[config.mk]
export PLATFORM = sky130hd
export DESIGN_NAME = patch_dispatcher_flat
export DESIGN_NICKNAME = d
export VERILOG_FILES = /design/src/rtl/patch_dispatcher_if.sv /design/src/rtl/patch_dispatcher.sv /design/src/flat_wrapper.sv
export SDC_FILE = /design/constraint.sdc
export NUM_CORES = 1
export LEC_CHECK = 0
export ABC_AREA = 0
export BUFFER_PORTS_ARGS = -buffer_cell sky130_fd_sc_hd__buf_2
export CORE_AREA = 3 3 275 277
export DETAILED_ROUTE_END_ITERATION = 7
export DIE_AREA = 0 0 278 280
export PLACE_DENSITY_LB_ADDON = 0.2
export SKIP_LAST_GASP = 1
export SYNTH_ARGS = -nofsm -noshare
export SYNTH_HDL_FRONTEND = slang
export SYNTH_SLANG_ARGS = --single-unit
[constraint.sdc]
create_clock -name CLK -period 2.9 [get_ports CLK]
set_input_delay 0.435 -clock CLK [delete_from_list [all_inputs] [get_ports CLK]]
set_output_delay 0.435 -clock CLK [all_outputs]
set_load 0.01 [all_outputs]
[src/rtl/patch_dispatcher_if.sv]
// Bus bundle between the patch dispatcher, its upstream descriptor source and the reducer bank.
// slave is the dispatcher's view; master is the upstream/reducer side.
interface patch_dispatcher_if #(
    parameter int unsigned N_REDUCER  = 4,
    parameter int unsigned N_PATCH    = 16,
    parameter int unsigned PATCH_SIZE = 6,
    parameter int unsigned N_COL_SIZE = 11,
    parameter int unsigned N_ROW_SIZE = 11,
    parameter int unsigned FP_SIZE    = 32
);
    localparam int unsigned PN = $clog2(N_PATCH);
    localparam int unsigned RN = (N_REDUCER > 1) ? $clog2(N_REDUCER) : 1;

    logic                          desc_valid;
    logic                          desc_ack;
    logic [PN-1:0]                 desc_patch_num;
    logic [N_ROW_SIZE-1:0]         desc_row;
    logic [N_COL_SIZE-1:0]         desc_col;
    logic [FP_SIZE-1:0]            desc_sum;
    logic [PATCH_SIZE*FP_SIZE-1:0] desc_weights;

    logic [N_REDUCER-1:0]          red_available;
    logic [N_REDUCER-1:0]          red_done;
    logic [N_REDUCER*FP_SIZE-1:0]  red_sum;
    logic [N_REDUCER*PN-1:0]       red_patch_num;
    logic [N_REDUCER-1:0]          red_init;

    logic [PN-1:0]                 conf_patch_num;
    logic [N_ROW_SIZE-1:0]         conf_row;
    logic [N_COL_SIZE-1:0]         conf_col;
    logic [FP_SIZE-1:0]            conf_sum;
    logic [PATCH_SIZE*FP_SIZE-1:0] conf_weights;

    logic                          res_valid;
    logic                          res_ready;
    logic [PN-1:0]                 res_patch_num;
    logic [FP_SIZE-1:0]            res_sum;
    logic [RN-1:0]                 res_reducer;
    logic                          idle;

    modport slave (
        input  desc_valid, desc_patch_num, desc_row, desc_col, desc_sum, desc_weights,
        input  red_available, red_done, red_sum, red_patch_num, res_ready,
        output desc_ack, red_init, conf_patch_num, conf_row, conf_col, conf_sum, conf_weights,
        output res_valid, res_patch_num, res_sum, res_reducer, idle
    );

    modport master (
        output desc_valid, desc_patch_num, desc_row, desc_col, desc_sum, desc_weights,
        output red_available, red_done, red_sum, red_patch_num, res_ready,
        input  desc_ack, red_init, conf_patch_num, conf_row, conf_col, conf_sum, conf_weights,
        input  res_valid, res_patch_num, res_sum, res_reducer, idle
    );
endinterface

[src/rtl/patch_dispatcher.sv]
// Dispatches patch descriptors to free reducers via a one-hot init pulse and collects their
// results into a round-robin valid/ready output.
module patch_dispatcher #(
    parameter int unsigned N_REDUCER  = 4,
    parameter int unsigned N_PATCH    = 16,
    parameter int unsigned PATCH_SIZE = 6,
    parameter int unsigned N_COL_SIZE = 11,
    parameter int unsigned N_ROW_SIZE = 11,
    parameter int unsigned FP_SIZE    = 32
) (
    input logic              CLK,
    input logic              RESET_N,
    patch_dispatcher_if.slave bus
);
    localparam int unsigned PN = $clog2(N_PATCH);
    localparam int unsigned RN = (N_REDUCER > 1) ? $clog2(N_REDUCER) : 1;

    logic [N_REDUCER-1:0]          eligible, init_d, red_init_q;
    logic [N_REDUCER-1:0]          pending_q, pending_d, pend_clr;
    logic                          desc_ack, pick_found;
    logic [PN-1:0]                 conf_pn_q;
    logic [N_ROW_SIZE-1:0]         conf_row_q;
    logic [N_COL_SIZE-1:0]         conf_col_q;
    logic [FP_SIZE-1:0]            conf_sum_q;
    logic [PATCH_SIZE*FP_SIZE-1:0] conf_w_q;
    logic [FP_SIZE-1:0]            hold_sum_q [N_REDUCER];
    logic [PN-1:0]                 hold_pn_q  [N_REDUCER];
    logic                          res_valid_q, res_valid_d, load_en, sel_found;
    logic [FP_SIZE-1:0]            res_sum_q, res_sum_d;
    logic [PN-1:0]                 res_pn_q, res_pn_d;
    logic [RN-1:0]                 res_red_q, res_red_d, rr_ptr_q, rr_ptr_d, sel_idx, cand;

    // A reducer still looks available in its init cycle, and a held result must not be clobbered.
    always_comb begin
        eligible   = bus.red_available & ~pending_q & ~red_init_q;
        desc_ack   = RESET_N & bus.desc_valid & (|eligible);
        init_d     = '0;
        pick_found = 1'b0;
        for (int unsigned k = 0; k < N_REDUCER; k++) begin
            if (eligible[k] && !pick_found) begin
                init_d[k]  = 1'b1;
                pick_found = 1'b1;
            end
        end
        if (!desc_ack) init_d = '0;
    end

    // Circular search for the next pending result, starting just after the last one served.
    always_comb begin
        sel_found = 1'b0;
        sel_idx   = '0;
        cand      = '0;
        for (int unsigned i = 1; i <= N_REDUCER; i++) begin
            cand = RN'((32'(rr_ptr_q) + i) % N_REDUCER);
            if (!sel_found && pending_q[cand]) begin
                sel_found = 1'b1;
                sel_idx   = cand;
            end
        end
    end

    always_comb begin
        load_en     = ~res_valid_q | bus.res_ready;
        pend_clr    = '0;
        res_valid_d = res_valid_q;
        res_sum_d   = res_sum_q;
        res_pn_d    = res_pn_q;
        res_red_d   = res_red_q;
        rr_ptr_d    = rr_ptr_q;
        if (load_en) begin
            res_valid_d = sel_found;
            if (sel_found) begin
                pend_clr[sel_idx] = 1'b1;
                res_sum_d         = hold_sum_q[sel_idx];
                res_pn_d          = hold_pn_q[sel_idx];
                res_red_d         = sel_idx;
                rr_ptr_d          = sel_idx;
            end
        end
        pending_d = (pending_q & ~pend_clr) | bus.red_done;
    end

    always_ff @(posedge CLK or negedge RESET_N) begin
        if (!RESET_N) begin
            red_init_q  <= '0;
            conf_pn_q   <= '0;
            conf_row_q  <= '0;
            conf_col_q  <= '0;
            conf_sum_q  <= '0;
            conf_w_q    <= '0;
            pending_q   <= '0;
            res_valid_q <= 1'b0;
            res_sum_q   <= '0;
            res_pn_q    <= '0;
            res_red_q   <= '0;
            rr_ptr_q    <= RN'(N_REDUCER - 1);
            for (int unsigned k = 0; k < N_REDUCER; k++) begin
                hold_sum_q[k] <= '0;
                hold_pn_q[k]  <= '0;
            end
        end else begin
            red_init_q <= init_d;
            if (desc_ack) begin
                conf_pn_q  <= bus.desc_patch_num;
                conf_row_q <= bus.desc_row;
                conf_col_q <= bus.desc_col;
                conf_sum_q <= bus.desc_sum;
                conf_w_q   <= bus.desc_weights;
            end
            for (int unsigned k = 0; k < N_REDUCER; k++) begin
                if (bus.red_done[k]) begin
                    hold_sum_q[k] <= bus.red_sum[k*FP_SIZE +: FP_SIZE];
                    hold_pn_q[k]  <= bus.red_patch_num[k*PN +: PN];
                end
            end
            pending_q   <= pending_d;
            res_valid_q <= res_valid_d;
            res_sum_q   <= res_sum_d;
            res_pn_q    <= res_pn_d;
            res_red_q   <= res_red_d;
            rr_ptr_q    <= rr_ptr_d;
        end
    end

    assign bus.desc_ack       = desc_ack;
    assign bus.red_init       = red_init_q;
    assign bus.conf_patch_num = conf_pn_q;
    assign bus.conf_row       = conf_row_q;
    assign bus.conf_col       = conf_col_q;
    assign bus.conf_sum       = conf_sum_q;
    assign bus.conf_weights   = conf_w_q;
    assign bus.res_valid      = res_valid_q;
    assign bus.res_sum        = res_sum_q;
    assign bus.res_patch_num  = res_pn_q;
    assign bus.res_reducer    = res_red_q;
    assign bus.idle           = (&bus.red_available) & ~(|pending_q) & ~res_valid_q;
endmodule

[src/flat_wrapper.sv]
// flat-port wrapper written by rule: the top's interface ports become plain ports
module patch_dispatcher_flat 
#(
    parameter int unsigned N_REDUCER  = 4,
    parameter int unsigned N_PATCH    = 16,
    parameter int unsigned PATCH_SIZE = 6,
    parameter int unsigned N_COL_SIZE = 11,
    parameter int unsigned N_ROW_SIZE = 11,
    parameter int unsigned FP_SIZE    = 32
)
  (CLK, RESET_N, bus_desc_valid, bus_desc_patch_num, bus_desc_row, bus_desc_col, bus_desc_sum, bus_desc_weights, bus_red_available, bus_red_done, bus_red_sum, bus_red_patch_num, bus_res_ready, bus_desc_ack, bus_red_init, bus_conf_patch_num, bus_conf_row, bus_conf_col, bus_conf_sum, bus_conf_weights, bus_res_valid, bus_res_patch_num, bus_res_sum, bus_res_reducer, bus_idle);
  patch_dispatcher_if #(.N_REDUCER(N_REDUCER), .N_PATCH(N_PATCH), .PATCH_SIZE(PATCH_SIZE), .N_COL_SIZE(N_COL_SIZE), .N_ROW_SIZE(N_ROW_SIZE), .FP_SIZE(FP_SIZE)) bus_i ();
  input logic CLK;
  input logic RESET_N;
  input wire logic [$bits(bus_i.desc_valid)-1:0] bus_desc_valid;
  input wire logic [$bits(bus_i.desc_patch_num)-1:0] bus_desc_patch_num;
  input wire logic [$bits(bus_i.desc_row)-1:0] bus_desc_row;
  input wire logic [$bits(bus_i.desc_col)-1:0] bus_desc_col;
  input wire logic [$bits(bus_i.desc_sum)-1:0] bus_desc_sum;
  input wire logic [$bits(bus_i.desc_weights)-1:0] bus_desc_weights;
  input wire logic [$bits(bus_i.red_available)-1:0] bus_red_available;
  input wire logic [$bits(bus_i.red_done)-1:0] bus_red_done;
  input wire logic [$bits(bus_i.red_sum)-1:0] bus_red_sum;
  input wire logic [$bits(bus_i.red_patch_num)-1:0] bus_red_patch_num;
  input wire logic [$bits(bus_i.res_ready)-1:0] bus_res_ready;
  output wire logic [$bits(bus_i.desc_ack)-1:0] bus_desc_ack;
  output wire logic [$bits(bus_i.red_init)-1:0] bus_red_init;
  output wire logic [$bits(bus_i.conf_patch_num)-1:0] bus_conf_patch_num;
  output wire logic [$bits(bus_i.conf_row)-1:0] bus_conf_row;
  output wire logic [$bits(bus_i.conf_col)-1:0] bus_conf_col;
  output wire logic [$bits(bus_i.conf_sum)-1:0] bus_conf_sum;
  output wire logic [$bits(bus_i.conf_weights)-1:0] bus_conf_weights;
  output wire logic [$bits(bus_i.res_valid)-1:0] bus_res_valid;
  output wire logic [$bits(bus_i.res_patch_num)-1:0] bus_res_patch_num;
  output wire logic [$bits(bus_i.res_sum)-1:0] bus_res_sum;
  output wire logic [$bits(bus_i.res_reducer)-1:0] bus_res_reducer;
  output wire logic [$bits(bus_i.idle)-1:0] bus_idle;
  assign bus_i.desc_valid = bus_desc_valid;
  assign bus_i.desc_patch_num = bus_desc_patch_num;
  assign bus_i.desc_row = bus_desc_row;
  assign bus_i.desc_col = bus_desc_col;
  assign bus_i.desc_sum = bus_desc_sum;
  assign bus_i.desc_weights = bus_desc_weights;
  assign bus_i.red_available = bus_red_available;
  assign bus_i.red_done = bus_red_done;
  assign bus_i.red_sum = bus_red_sum;
  assign bus_i.red_patch_num = bus_red_patch_num;
  assign bus_i.res_ready = bus_res_ready;
  assign bus_desc_ack = bus_i.desc_ack;
  assign bus_red_init = bus_i.red_init;
  assign bus_conf_patch_num = bus_i.conf_patch_num;
  assign bus_conf_row = bus_i.conf_row;
  assign bus_conf_col = bus_i.conf_col;
  assign bus_conf_sum = bus_i.conf_sum;
  assign bus_conf_weights = bus_i.conf_weights;
  assign bus_res_valid = bus_i.res_valid;
  assign bus_res_patch_num = bus_i.res_patch_num;
  assign bus_res_sum = bus_i.res_sum;
  assign bus_res_reducer = bus_i.res_reducer;
  assign bus_idle = bus_i.idle;
  patch_dispatcher #(.N_REDUCER(N_REDUCER), .N_PATCH(N_PATCH), .PATCH_SIZE(PATCH_SIZE), .N_COL_SIZE(N_COL_SIZE), .N_ROW_SIZE(N_ROW_SIZE), .FP_SIZE(FP_SIZE)) u_core (.CLK(CLK), .RESET_N(RESET_N), .bus(bus_i));
endmodule
==> results.cfg, run 1 <==
[grt]
met2_usage_pct = 26.59
first_global_vias = 13130
grt_start_max_net_pins = 134
number_of_antenna_violations_at_the_first_check_in_global_routing = 41
grt_use_met1_pct = 16.36
grt_use_total_pct = 15.20
global_route_track_usage_on_met3_pct = 6.507
global_route.overflow_total = 0
gr-max-usage-layer = met2
global_route_wire_length_before_repair_um = 88220

[critical_path]
crit_path_start_kind = register
worst-setup-path-type = register to output port
endpoint_kind_of_the_worst_setup_timing_path = output port
worstPathMaxFanout = 36
arrival_ps = 2240
cp_data_required_time_ps = 2470
reg2reg_depth = 6

[power_and_ir_drop]
power_frac_seq_pct = 38.4
pwr-share-clk_pct = 26.2
cellInternalPower_mw = 16.53
p_sw_share_pct = 34.06
power_frac_comb_pct = 35.4
total_leakage_power_nw = 11.53
vdd_ir_drop_max_uv = 526.8
switching_power_mw = 8.540
power.density_cell_area_mw_per_mm2 = 1049

[detailed_routing]
drt-wirelength-per-cell_um = 21.53
drc_errors = 0
firstDrtPassIters = 4
vias = 12020
wl_um = 60930
via_per_inst = 4.246
detailedRoute.firstIterationViolations = 366
antenna_violating_nets_post_route = 0

[die]
overall_die_width_um = 278
die-height_um = 280
start_util_pct = 23.87
placementRows = 99
dieArea_mm2 = 0.07784
boundaryPins = 701
core_region_area_mm2 = 0.07308

[final_layout]
finalNetCount = 2223
fin_area_mm2 = 0.02390
layoutNonFillerInstCount = 2830
fill_cells = 7382
syn_to_final_growth_pct = 37.04
layout-drive-gt1-share_pct = 55.06

[clock_network]
cts.path.max_buffers = 3
clock-root-buffer = sky130_fd_sc_hd__clkbuf_16
cts.sinks = 443
total_cts_buffers = 53
clk_latency_ps = 590
cts_setup_buffers = 0
cts_tree = yes
htreeDepth = 2
clock_transition_at_the_registers_of_the_reported_paths_ps = 60

[sta]
finalSetupTns_ps = 0
setup_viol = 0
timing.final.crit_period_ps = 2678
hold_slack_ps = 59.97
achievable-frequency_mhz = 373.5
rsz_0062_raised_after_global_routing = false
fin_worst_skew_ps = 22.20
final-hold-violation-count = 0
final_cycle_utilization_of_the_critical_path_pct = 92.33
timing.final.max_slew_violations = 0
max_slew.worst_pin.slew_ps = 870.4
slew-limit-headroom_pct = 41.97

[logic_synthesis]
mapped_cells = 1100
synthesis.area_mm2 = 0.01744
synth.avg_cell_area_um2 = 15.86
synth_fp_nets = 1506
post_synth_num_cell_types = 33
post_synth_fa_ha_maj_area_fraction_pct = 0
yosys_warnings = 0
synth-compound-area-share_pct = 2.482
yosys.area_share.xor_xnor_pct = 0
yosys_register_bits = 443
synth_sequential_area_ratio_pct = 63.57
combinational_family_with_the_most_area_after_synthesis = multiplexers
synthMuxAreaShare_pct = 29.68
area_fraction_in_and_or_nand_and_nor_cells_after_synthesis_pct = 1.951

[place]
dpl.cell_count = 2720
global_placement_routability_congestion = 0.8056
post-dp-hpwl_um = 46730
placed_cell_area_mm2 = 0.02213
buffer_ports.inserted = 700

[worst_hold_path]
hold_class = primary input to register
hold_depth = 2

[run]
max-cap-violations = 0

[outcome]
status = completed
[kinds of logic (layout without fill, tap and decap cells)]
family | count (synthesis) | in the layout
compound gates | 50 | 50
other cells | 0 | 15
flops | 443 | 443
simple gates | 72 | 72
mux | 468 | 468
buf+inv | 67 | 823
[stage by stage]
step	power [mW]	setup WS (ps)	utilization, %
floorplan	14.45	934.0	-
global placement	18.66	510.1	30.28
detailed placement	18.86	486.8	30.28
CTS	25.59	81.29	32.66
global route	26.63	73.37	32.69
finish	25.07	222.3	32.71
[flip-flops by register name (all words and copies together), names as in the netlist, 11 cells and up]
name and flops:
u_core.bus.conf_col 11, u_core.bus.conf_row 11, u_core.bus.conf_sum 32, u_core.bus.conf_weights 192, u_core.bus.res_sum 32, u_core.hold_pn_q 16, u_core.hold_sum_q 128
[cell usage after synthesis]
| cell type | n | area (um^2) |
|---|---|---|
| sky130_fd_sc_hd__or3b_1 | 2 | 17.52 |
| sky130_fd_sc_hd__o21ai_0 | 2 | 10.01 |
| sky130_fd_sc_hd__o21a_1 | 2 | 15.01 |
| sky130_fd_sc_hd__nand2b_1 | 6 | 37.54 |
| sky130_fd_sc_hd__nand2_2 | 1 | 6.260 |
| sky130_fd_sc_hd__a21oi_1 | 3 | 15.01 |
| sky130_fd_sc_hd__buf_4 | 13 | 97.59 |
| sky130_fd_sc_hd__o311ai_4 | 1 | 26.28 |
| sky130_fd_sc_hd__nor3b_1 | 5 | 37.54 |
| sky130_fd_sc_hd__buf_2 | 23 | 115.1 |
| sky130_fd_sc_hd__o221ai_1 | 37 | 324.1 |
| sky130_fd_sc_hd__buf_6 | 10 | 112.6 |
| sky130_fd_sc_hd__mux2_2 | 205 | 2308 |
| sky130_fd_sc_hd__and2_1 | 1 | 6.260 |
| sky130_fd_sc_hd__dfstp_2 | 2 | 52.55 |
| sky130_fd_sc_hd__inv_1 | 1 | 3.750 |
| sky130_fd_sc_hd__or4_1 | 1 | 7.510 |
| sky130_fd_sc_hd__nor3_1 | 2 | 10.01 |
| sky130_fd_sc_hd__nor2b_1 | 2 | 12.51 |
| sky130_fd_sc_hd__clkbuf_1 | 18 | 67.56 |
| sky130_fd_sc_hd__dfrtp_1 | 441 | 11040 |
| sky130_fd_sc_hd__nand4_1 | 1 | 6.260 |
| sky130_fd_sc_hd__buf_1 | 2 | 7.510 |
| sky130_fd_sc_hd__a21o_1 | 2 | 15.01 |
| sky130_fd_sc_hd__nor2_1 | 2 | 7.510 |
| sky130_fd_sc_hd__o32ai_1 | 1 | 8.760 |
| sky130_fd_sc_hd__a221oi_1 | 1 | 8.760 |
| sky130_fd_sc_hd__nand3_1 | 2 | 10.01 |
| sky130_fd_sc_hd__mux2_1 | 189 | 2128 |
| sky130_fd_sc_hd__and3b_1 | 1 | 8.760 |
| sky130_fd_sc_hd__nand2_1 | 46 | 172.7 |
| sky130_fd_sc_hd__o32a_1 | 1 | 10.01 |
| sky130_fd_sc_hd__mux2i_1 | 74 | 740.7 |
[path summary, 6_finish.rpt]
path / startpoint / end / slack [ps]
worst min register to register: u_core.bus.res_reducer[1] / u_core.bus.res_reducer[1] / 480
max in group asynchronous: RESET_N / u_core.bus.conf_weights[96] / 1180
worst max register to register: u_core.pending_q[1] / u_core.bus.conf_weights[107] / 580
worst max-delay path: u_core.pending_q[0] / bus_desc_ack / 220
min in group asynchronous: RESET_N / u_core.bus.conf_weights[49] / 360
worst min-delay path: bus_desc_weights[7] / u_core.bus.conf_weights[7] / 60
[routing by layer]
metal	part of all wire, %	wire length, um
met2	50	30180
met3	9.9	6020
met1	37	22320
met4	3.7	2238
met5	0.29	174
[worst max-delay path, cell delays in order, from the launching register on]
cell and delay, ps:
sky130_fd_sc_hd__dfrtp_2 470, sky130_fd_sc_hd__or3b_1 430, sky130_fd_sc_hd__nand2_1 180, sky130_fd_sc_hd__o311ai_4 130
sky130_fd_sc_hd__buf_12 200, sky130_fd_sc_hd__inv_1 80, sky130_fd_sc_hd__buf_2 140
[power by group through the flow]
stage | Sequential, mW | Combinational [mW] | Clock [mW]
floorplan | 10.6 | 3.88 | 0
global placement | 9.69 | 8.97 | 0
detailed placement | 9.75 | 9.11 | 0
CTS | 9.66 | 9.12 | 6.82
global route | 9.95 | 9.62 | 7.06
finish | 9.63 | 8.88 | 6.56
[area by class of cell]
type,instances,area [um^2],area share [%]
flip-flops and latches,443,11090,46.39
inverters,1,3.754,0.01570
clock buffers,79,1564,6.543
multi-input cells,590,5973,24.99
clock inverters,15,160.2,0.6700
well taps,959,1200,5.020
diodes,15,37.54,0.1570
repair buffers,728,3876,16.22
[what timing repair did]
action | 4_1_cts | 5_1_grt
hold endpoints to repair | 16 | 0
hold buffers | 1 | 0
resized for setup | 0 | 1
setup endpoints to repair | 0 | 1
[layout by cell type (no fill, tap or decap), types with 3 or more instances in the layout]
master,instances
sky130_fd_sc_hd__a21oi_1,3
sky130_fd_sc_hd__buf_12,12
sky130_fd_sc_hd__buf_2,699
sky130_fd_sc_hd__buf_4,15
sky130_fd_sc_hd__bufinv_16,3
sky130_fd_sc_hd__clkbuf_1,12
sky130_fd_sc_hd__clkbuf_16,53
sky130_fd_sc_hd__clkbuf_8,14
sky130_fd_sc_hd__clkinv_2,9
sky130_fd_sc_hd__dfrtp_1,440
sky130_fd_sc_hd__diode_2,15
sky130_fd_sc_hd__mux2_1,189
sky130_fd_sc_hd__mux2_2,205
sky130_fd_sc_hd__mux2i_1,74
sky130_fd_sc_hd__nand2_1,44
sky130_fd_sc_hd__nand2_2,3
sky130_fd_sc_hd__nand2b_1,6
sky130_fd_sc_hd__nor3b_1,5
sky130_fd_sc_hd__o221ai_1,36
(Power assumes the default switching activity.)
==> run 2: changes to the inputs <==
--- a/config.mk
+++ b/config.mk
@@ -5,12 +5,11 @@
 export SDC_FILE = /design/constraint.sdc
 export NUM_CORES = 1
 export LEC_CHECK = 0
-export ABC_AREA = 0
-export BUFFER_PORTS_ARGS = -buffer_cell sky130_fd_sc_hd__buf_2
+export ABC_AREA = 1
 export CORE_AREA = 3 3 275 277
 export DETAILED_ROUTE_END_ITERATION = 7
 export DIE_AREA = 0 0 278 280
-export PLACE_DENSITY_LB_ADDON = 0.2
+export DONT_BUFFER_PORTS = 1
 export SKIP_LAST_GASP = 1
 export SYNTH_ARGS = -nofsm -noshare
 export SYNTH_HDL_FRONTEND = slang
==> results.cfg, run 2 <==
[outcome]
status = complete, but fails checks
violations = hold timing, slew limit, setup timing

[grt]
global_route_wire_length_before_repair_um = 104500
global_route.overflow_total = 0
first_global_vias = 16800
grt_start_max_net_pins = 445
grt_use_total_pct = 17.13
number_of_antenna_violations_at_the_first_check_in_global_routing = 11

[sta]
final-hold-violation-count = 192
setup_viol = 1
timing.final.crit_period_ps = 2971
finalSetupTns_ps = -71.41
max_slew.worst_pin.slew_ps = 2935
rsz_0062_raised_after_global_routing = false
achievable-frequency_mhz = 336.5
slew-limit-headroom_pct = -95.69
timing.final.max_slew_violations = 303
fin_worst_skew_ps = 26.34
hold_slack_ps = -404.8
setup_slack_ps = -71.41
final_cycle_utilization_of_the_critical_path_pct = 102.5

[final_layout]
finalNetCount = 2963
layout-drive-gt1-share_pct = 4.931
commonest_cells_after_routing_fill_and_taps_aside = 1148 x sky130_fd_sc_hd__nand2_1, 441 x sky130_fd_sc_hd__dfrtp_1, 385 x sky130_fd_sc_hd__dlygate4sd3_1, 160 x sky130_fd_sc_hd__inv_1, 147 x sky130_fd_sc_hd__o21ai_0
largest_register_ffs = 192
syn_to_final_growth_pct = 35.10
final_core_utilization_pct = 34.26
fill_cells = 7271
layout_commonest_cell = sky130_fd_sc_hd__nand2_1

[die]
boundaryPins = 701
die-height_um = 280
start_util_pct = 25.36
dieArea_mm2 = 0.07784
placementRows = 99
overall_die_width_um = 278
core_region_area_mm2 = 0.07308

[place]
buffer_ports.inserted = 0
global_placement_routability_congestion = 0.9103
post-dp-hpwl_um = 45710

[critical_path]
arrival_ps = 2540
cp_data_required_time_ps = 2470
critical-path-max-stage-delay_ps = 800
cells_along_the_critical_path = nand2_1 -> a21oi_4 -> buf_4
crit_path_start_kind = primary input
worstPathMaxFanout = 444
worst-setup-path-type = primary input to output port
cp-startpoint = RESET_N
regToRegStartpoint = u_core.rr_ptr_q[0]
critical-path-slowest-cell = sky130_fd_sc_hd__nand2_1
endpoint_kind_of_the_worst_setup_timing_path = output port

[logic_synthesis]
netlist.area_leader.share_pct = 59.54
yosysTopAreaCell = sky130_fd_sc_hd__dfrtp_1
synth_top_cells_by_area = sky130_fd_sc_hd__dfrtp_1 60%, sky130_fd_sc_hd__nand2_1 23%, sky130_fd_sc_hd__o21ai_0 4.0%
synth_sequential_area_ratio_pct = 59.82
synth.avg_cell_area_um2 = 8.353
yosys.cell_count.top_type = sky130_fd_sc_hd__nand2_1
post_synth_num_cell_types = 29
synthesis.area_mm2 = 0.01854
postSynth.asyncResetShare_pct = 100.0
synth-edff-count = 0
synth_fp_nets = 2625
yosys_register_bits = 443
mapped_cells = 2219
yosys_warnings = 0
most_numerous_cell_types_in_the_synthesized_netlist = 1148 x sky130_fd_sc_hd__nand2_1, 441 x sky130_fd_sc_hd__dfrtp_1, 160 x sky130_fd_sc_hd__inv_1
synthFlopType = sky130_fd_sc_hd__dfrtp_1

[clock_network]
cts_hold_repair.buffers = 389
clock_transition_at_the_registers_of_the_reported_paths_ps = 60
clock-root-buffer = sky130_fd_sc_hd__clkbuf_16
htreeDepth = 2
cts_tree = yes
cts.sinks = 443
cts.path.max_buffers = 3
total_cts_buffers = 50
clk_latency_ps = 590

[power_and_ir_drop]
power.density_cell_area_mw_per_mm2 = 1064
total_leakage_power_nw = 12.66
vdd_ir_drop_max_uv = 1170

[detailed_routing]
detailedRoute.firstIterationViolations = 1544
via_per_inst = 4.626
antenna_violating_nets_post_route = 0
wl_um = 69140
vias = 16490
drt-wirelength-per-cell_um = 19.40
drc_errors = 0
firstDrtPassIters = 7

[worst_hold_path]
hold_class = primary input to asynchronous set/reset pin

[run]
max-cap-violations = 0
run 2: worst max-delay path: cells and delay by family:
family	cells	cell delay, ps
AO/OA/AOI/OAI	1	120
buffers and inverters	1	200
AND/OR/NAND/NOR	1	800
run 2: where the power goes:
group / switching, mW / internal, mW / total (mW) / leakage (nW)
registers: 3.21 / 8.47 / 11.7 / 5.48
clock network: 2.69 / 3.90 / 6.59 / 0.824
logic: 5.38 / 2.98 / 8.37 / 6.36
total: 11.3 / 15.3 / 26.6 / 12.7
run 2: through the flow:
stage	area, um^2	std cells	setup slack, ps	hold WS (ps)	power, mW
after floorplan	18540	2219	1092	139.4	16.95
after detailed placement	19360	3075	523.1	166.4	19.43
after global routing	25040	3562	129.4	-459.2	28.43
final	25040	3564	-71.41	-404.8	26.64
after global placement	19360	3075	552.2	164.4	19.29
after CTS	25020	3555	379.4	-482.9	26.67
run 2: final timing paths:
| check | slack [ps] | depth (start not counted) | endpoint |
|---|---|---|---|
| max | -70 | 3 | bus_desc_ack |
| min | -400 | 0 | u_core.hold_sum_q[124] |
| max reg2reg | 380 | 15 | u_core.bus.res_sum[5] |
| min reg2reg | 520 | 2 | u_core.hold_sum_q[107] |
| max in group asynchronous | 1030 | 0 | u_core.bus.conf_weights[28] |
| min in group CLK | 50 | 2 | u_core.bus.conf_weights[22] |
run 2: final cells by class:
| class | count | area (um^2) | area share [%] |
|---|---|---|---|
| antenna | 9 | 22.52 | 0.08994 |
| clock buffer | 73 | 1438 | 5.741 |
| clock inverter | 18 | 256.5 | 1.024 |
| inverter | 166 | 630.6 | 2.518 |
| multi-input combinational | 1477 | 6105 | 24.38 |
| sequential | 443 | 11090 | 44.28 |
| tap | 959 | 1200 | 4.792 |
| timing repair buffer | 419 | 4302 | 17.18 |
run 2: timing repair:
| item | 4_1_cts | 5_1_grt |
|---|---|---|
| setup buffers | 0 | 0 |
| resized for setup | 0 | 0 |
| hold endpoints to repair | 829 | 442 |
run 2: routing by layer:
metal | wire, um | vias up | GRT usage [%]
li1 | - | 7532 | -
met1 | 27490 | 7895 | 21.29
met2 | 32170 | 846 | 27.51
met3 | 5957 | 207 | 4.768
met4 | 3482 | 6 | 8.447
met5 | 41 | - | 0
run 2: kinds of logic after synthesis:
kind of cell / count (synthesis) / synth area share, %
DFF: 443 / 59.82
AOI/OAI and AO/OA: 154 / 4.273
and+or+nand+nor: 1323 / 28.62
buffers and inverters: 299 / 7.284
==> run 3: changes to the inputs <==
--- a/config.mk
+++ b/config.mk
@@ -5,7 +5,6 @@
 export SDC_FILE = /design/constraint.sdc
 export NUM_CORES = 1
 export LEC_CHECK = 0
-export ABC_AREA = 1
 export CORE_AREA = 3 3 275 277
 export DETAILED_ROUTE_END_ITERATION = 7
 export DIE_AREA = 0 0 278 280
==> results.cfg, run 3 <==
[clock_network]
post_cts_resized = 0
cts.path.max_buffers = 3
cts_setup_buffers = 0
clock-root-buffer = sky130_fd_sc_hd__clkbuf_16
total_cts_buffers = 49
cts_hold_repair.buffers = 422
cts.sinks = 443
htreeDepth = 2

[logic_synthesis]
post_synth_num_cell_types = 33
yosys_warnings = 0
yosys.cell_count.top_type = sky130_fd_sc_hd__dfrtp_1
synth_top_cells_by_area = sky130_fd_sc_hd__dfrtp_1 63%, sky130_fd_sc_hd__mux2_2 13%, sky130_fd_sc_hd__mux2_1 12%
yosys_register_bits = 443
most_numerous_cell_types_in_the_synthesized_netlist = 441 x sky130_fd_sc_hd__dfrtp_1, 205 x sky130_fd_sc_hd__mux2_2, 189 x sky130_fd_sc_hd__mux2_1
synthFlopType = sky130_fd_sc_hd__dfrtp_1
synth-edff-count = 0
synth_sequential_area_ratio_pct = 63.57
synth_fp_nets = 1506
postSynth.asyncResetShare_pct = 100.0
synth.avg_cell_area_um2 = 15.86
mapped_cells = 1100
yosysTopAreaCell = sky130_fd_sc_hd__dfrtp_1
synthesis.area_mm2 = 0.01744
netlist.area_leader.share_pct = 63.27

[outcome]
failed_stage = clock tree synthesis
status = did not finish
tool.error = [ERROR RSZ-0060] Max buffer count reached.

[place]
post-dp-hpwl_um = 46680
buffer_ports.inserted = 0
global_placement_routability_congestion = 0.7925

[die]
overall_die_width_um = 278
boundaryPins = 701
start_util_pct = 23.87
die-height_um = 280
placementRows = 99
==> run 3: logic make-up after synthesis <==
kind of cell	after synthesis	share of synthesized area [%]
multiplexers	468	29.68
flip-flops	443	63.57
AND/OR/NAND/NOR	72	1.951
buffers and inverters	67	2.317
AO/OA/AOI/OAI	50	2.482
==> run 3: metrics by stage <==
stage | cells | setup slack [ps] | util [%] | hold slack, ps | instance area, um^2
2_1_floorplan | 1100 | 934.0 | - | 139.4 | 17440
3_3_place_gp | 2019 | 603.4 | 25.45 | 151.2 | 18600
3_5_place_dp | 2019 | 563.6 | 25.45 | 150.8 | 18600
==> run 4: changes to the inputs <==
--- a/config.mk
+++ b/config.mk
@@ -5,10 +5,11 @@
 export SDC_FILE = /design/constraint.sdc
 export NUM_CORES = 1
 export LEC_CHECK = 0
-export CORE_AREA = 3 3 275 277
+export CORE_AREA = 3 3 269 271
 export DETAILED_ROUTE_END_ITERATION = 7
-export DIE_AREA = 0 0 278 280
+export DIE_AREA = 0 0 272 274
 export DONT_BUFFER_PORTS = 1
+export PLACE_DENSITY_LB_ADDON = 0.15
 export SKIP_LAST_GASP = 1
 export SYNTH_ARGS = -nofsm -noshare
 export SYNTH_HDL_FRONTEND = slang
==> results.cfg, run 4 (synthesis gave the netlist of run 1 again) <==
[place]
global_placement_routability_congestion = 0.8042
post-dp-hpwl_um = 42730
pre_cts_slack_ps = 519.3
buffer_ports.inserted = 0
placed_cell_area_mm2 = 0.01848

[clock_network]
total_cts_buffers = 54
clk_latency_ps = 600
cts.sinks = 443
cts_tree = yes
clock-root-buffer = sky130_fd_sc_hd__clkbuf_16
htreeDepth = 2
clock_transition_at_the_registers_of_the_reported_paths_ps = 60
cts.path.max_buffers = 3
cts_hold_repair.buffers = 399

[detailed_routing]
firstDrtPassIters = 4
drc_errors = 0
via_per_inst = 4.377
detailedRoute.firstIterationViolations = 377
drt-wirelength-per-cell_um = 24.18
vias = 10930
antenna_violating_nets_post_route = 0
wl_um = 60350

[critical_path]
regToRegStartpoint = u_core.rr_ptr_q[1]
worst-setup-path-type = register to output port
worstPathMaxFanout = 38
cells_along_the_critical_path = or3b_1 -> nand2_1 -> o311ai_4 -> buf_12 -> buf_12 -> inv_1
crit_path_start_kind = register
most_common_cell_type_on_the_critical_path = sky130_fd_sc_hd__buf_12
critical-path-max-stage-delay_ps = 470
crit_family = simple AND/OR/NAND/NOR gates
cp-startpoint = u_core.pending_q[0]
arrival_ps = 2350
worstPathBufferInverterCount = 3
endpoint_kind_of_the_worst_setup_timing_path = output port
critical-path-slowest-cell = sky130_fd_sc_hd__dfrtp_2
cp_data_required_time_ps = 2470

[sta]
timing.final.crit_period_ps = 2780
final_cycle_utilization_of_the_critical_path_pct = 95.87
rsz_0062_raised_after_global_routing = false
timing.final.max_slew_violations = 88
finalSetupTns_ps = 0
achievable-frequency_mhz = 359.7
setup_slack_ps = 119.9
final-hold-violation-count = 441
fin_worst_skew_ps = 17.82
max_slew.worst_pin.slew_ps = 1651
hold_slack_ps = -451.3
setup_viol = 0
slew-limit-headroom_pct = -10.06

[final_layout]
syn_to_final_growth_pct = 40.12
finalNetCount = 1915
fin_area_mm2 = 0.02444
commonest_cells_after_routing_fill_and_taps_aside = 440 x sky130_fd_sc_hd__dfrtp_1, 395 x sky130_fd_sc_hd__dlygate4sd3_1, 205 x sky130_fd_sc_hd__mux2_2, 189 x sky130_fd_sc_hd__mux2_1, 74 x sky130_fd_sc_hd__mux2i_1
layout_commonest_cell = sky130_fd_sc_hd__dfrtp_1
layout-drive-gt1-share_pct = 20.71
largest_register_ffs = 192
final_core_utilization_pct = 34.90

[power_and_ir_drop]
total_leakage_power_nw = 10.41
vdd_ir_drop_max_uv = 401.9
power.density_cell_area_mw_per_mm2 = 971.9

[worst_hold_path]
hold_class = primary input to asynchronous set/reset pin

[outcome]
violations = hold timing, slew limit
status = complete, but fails checks

[die]
dieArea_mm2 = 0.07453
overall_die_width_um = 272
start_util_pct = 24.91
boundaryPins = 701
die-height_um = 274
core_region_area_mm2 = 0.07003
placementRows = 97

[grt]
first_global_vias = 12270
number_of_antenna_violations_at_the_first_check_in_global_routing = 13
grt_use_total_pct = 15.56
grt_start_max_net_pins = 446
global_route.overflow_total = 0
global_route_wire_length_before_repair_um = 86530

[run]
max-cap-violations = 0
-- run 4: what timing repair did --
item	CTS	global route
endpoints found under the setup margin	1	0
gates resized for setup	1	0
setup buffers	1	0
hold endpoints to repair	842	443
-- run 4: area by class of cell --
class                      count  area (um^2)
multi-input combinational    590         5973
antenna                        6        15.01
clock inverter                16        180.2
clock buffer                  81         1627
fill                        6848        45590
tap                          940         1176
inverter                       1        3.754
timing repair buffer         419         4377
sequential                   443        11090
-- run 4: where the power goes --
part | internal, mW | switching, mW | leakage (nW)
clock | 4.13 | 2.70 | 0.888
sequential | 8.48 | 3.20 | 5.29
combinational | 2.96 | 2.30 | 4.23
total | 15.6 | 8.19 | 10.4
-- run 4: final timing paths --
path                       slack [ps]  depth (start not counted)                     endpoint
max                               120                          6                 bus_desc_ack
min                              -450                          0  u_core.bus.conf_weights[61]
max reg2reg                       550                          7        u_core.bus.res_sum[6]
min reg2reg                       500                          1          u_core.hold_pn_q[0]
max in group asynchronous        2020                          0        u_core.hold_sum_q[53]
min in group CLK                  110                          2       u_core.bus.red_init[0]
-- run 4: metal layers --
layer | track usage, % | vias to the layer above | wire, um | part of all wire [%]
met2 | 27.90 | 444 | 30760 | 51
met1 | 16.19 | 5559 | 21100 | 35
met4 | 4.730 | 2 | 1883 | 3.1
met5 | 0 | - | 13 | 0.022
met3 | 7.210 | 104 | 6595 | 11
li1 | - | 4817 | - | -
-- run 4: worst register-to-register path: stages (launching register included) --
cell                       delay [ps]
sky130_fd_sc_hd__dfstp_2          620
sky130_fd_sc_hd__nand2b_1         130
sky130_fd_sc_hd__a21oi_1          100
sky130_fd_sc_hd__o221ai_4         210
sky130_fd_sc_hd__buf_12           290
sky130_fd_sc_hd__buf_4            390
sky130_fd_sc_hd__mux2i_1          310
sky130_fd_sc_hd__o221ai_1         160
-- run 4: through the flow --
stage | std cells | hold slack (ps) | power, mW
after floorplan | 1100 | 139.4 | 14.45
after global placement | 1991 | 158.0 | 16.51
after detailed placement | 1991 | 155.7 | 16.60
after CTS | 2490 | -497.5 | 24.21
after global routing | 2494 | -496.8 | 25.10
final | 2496 | -451.3 | 23.75
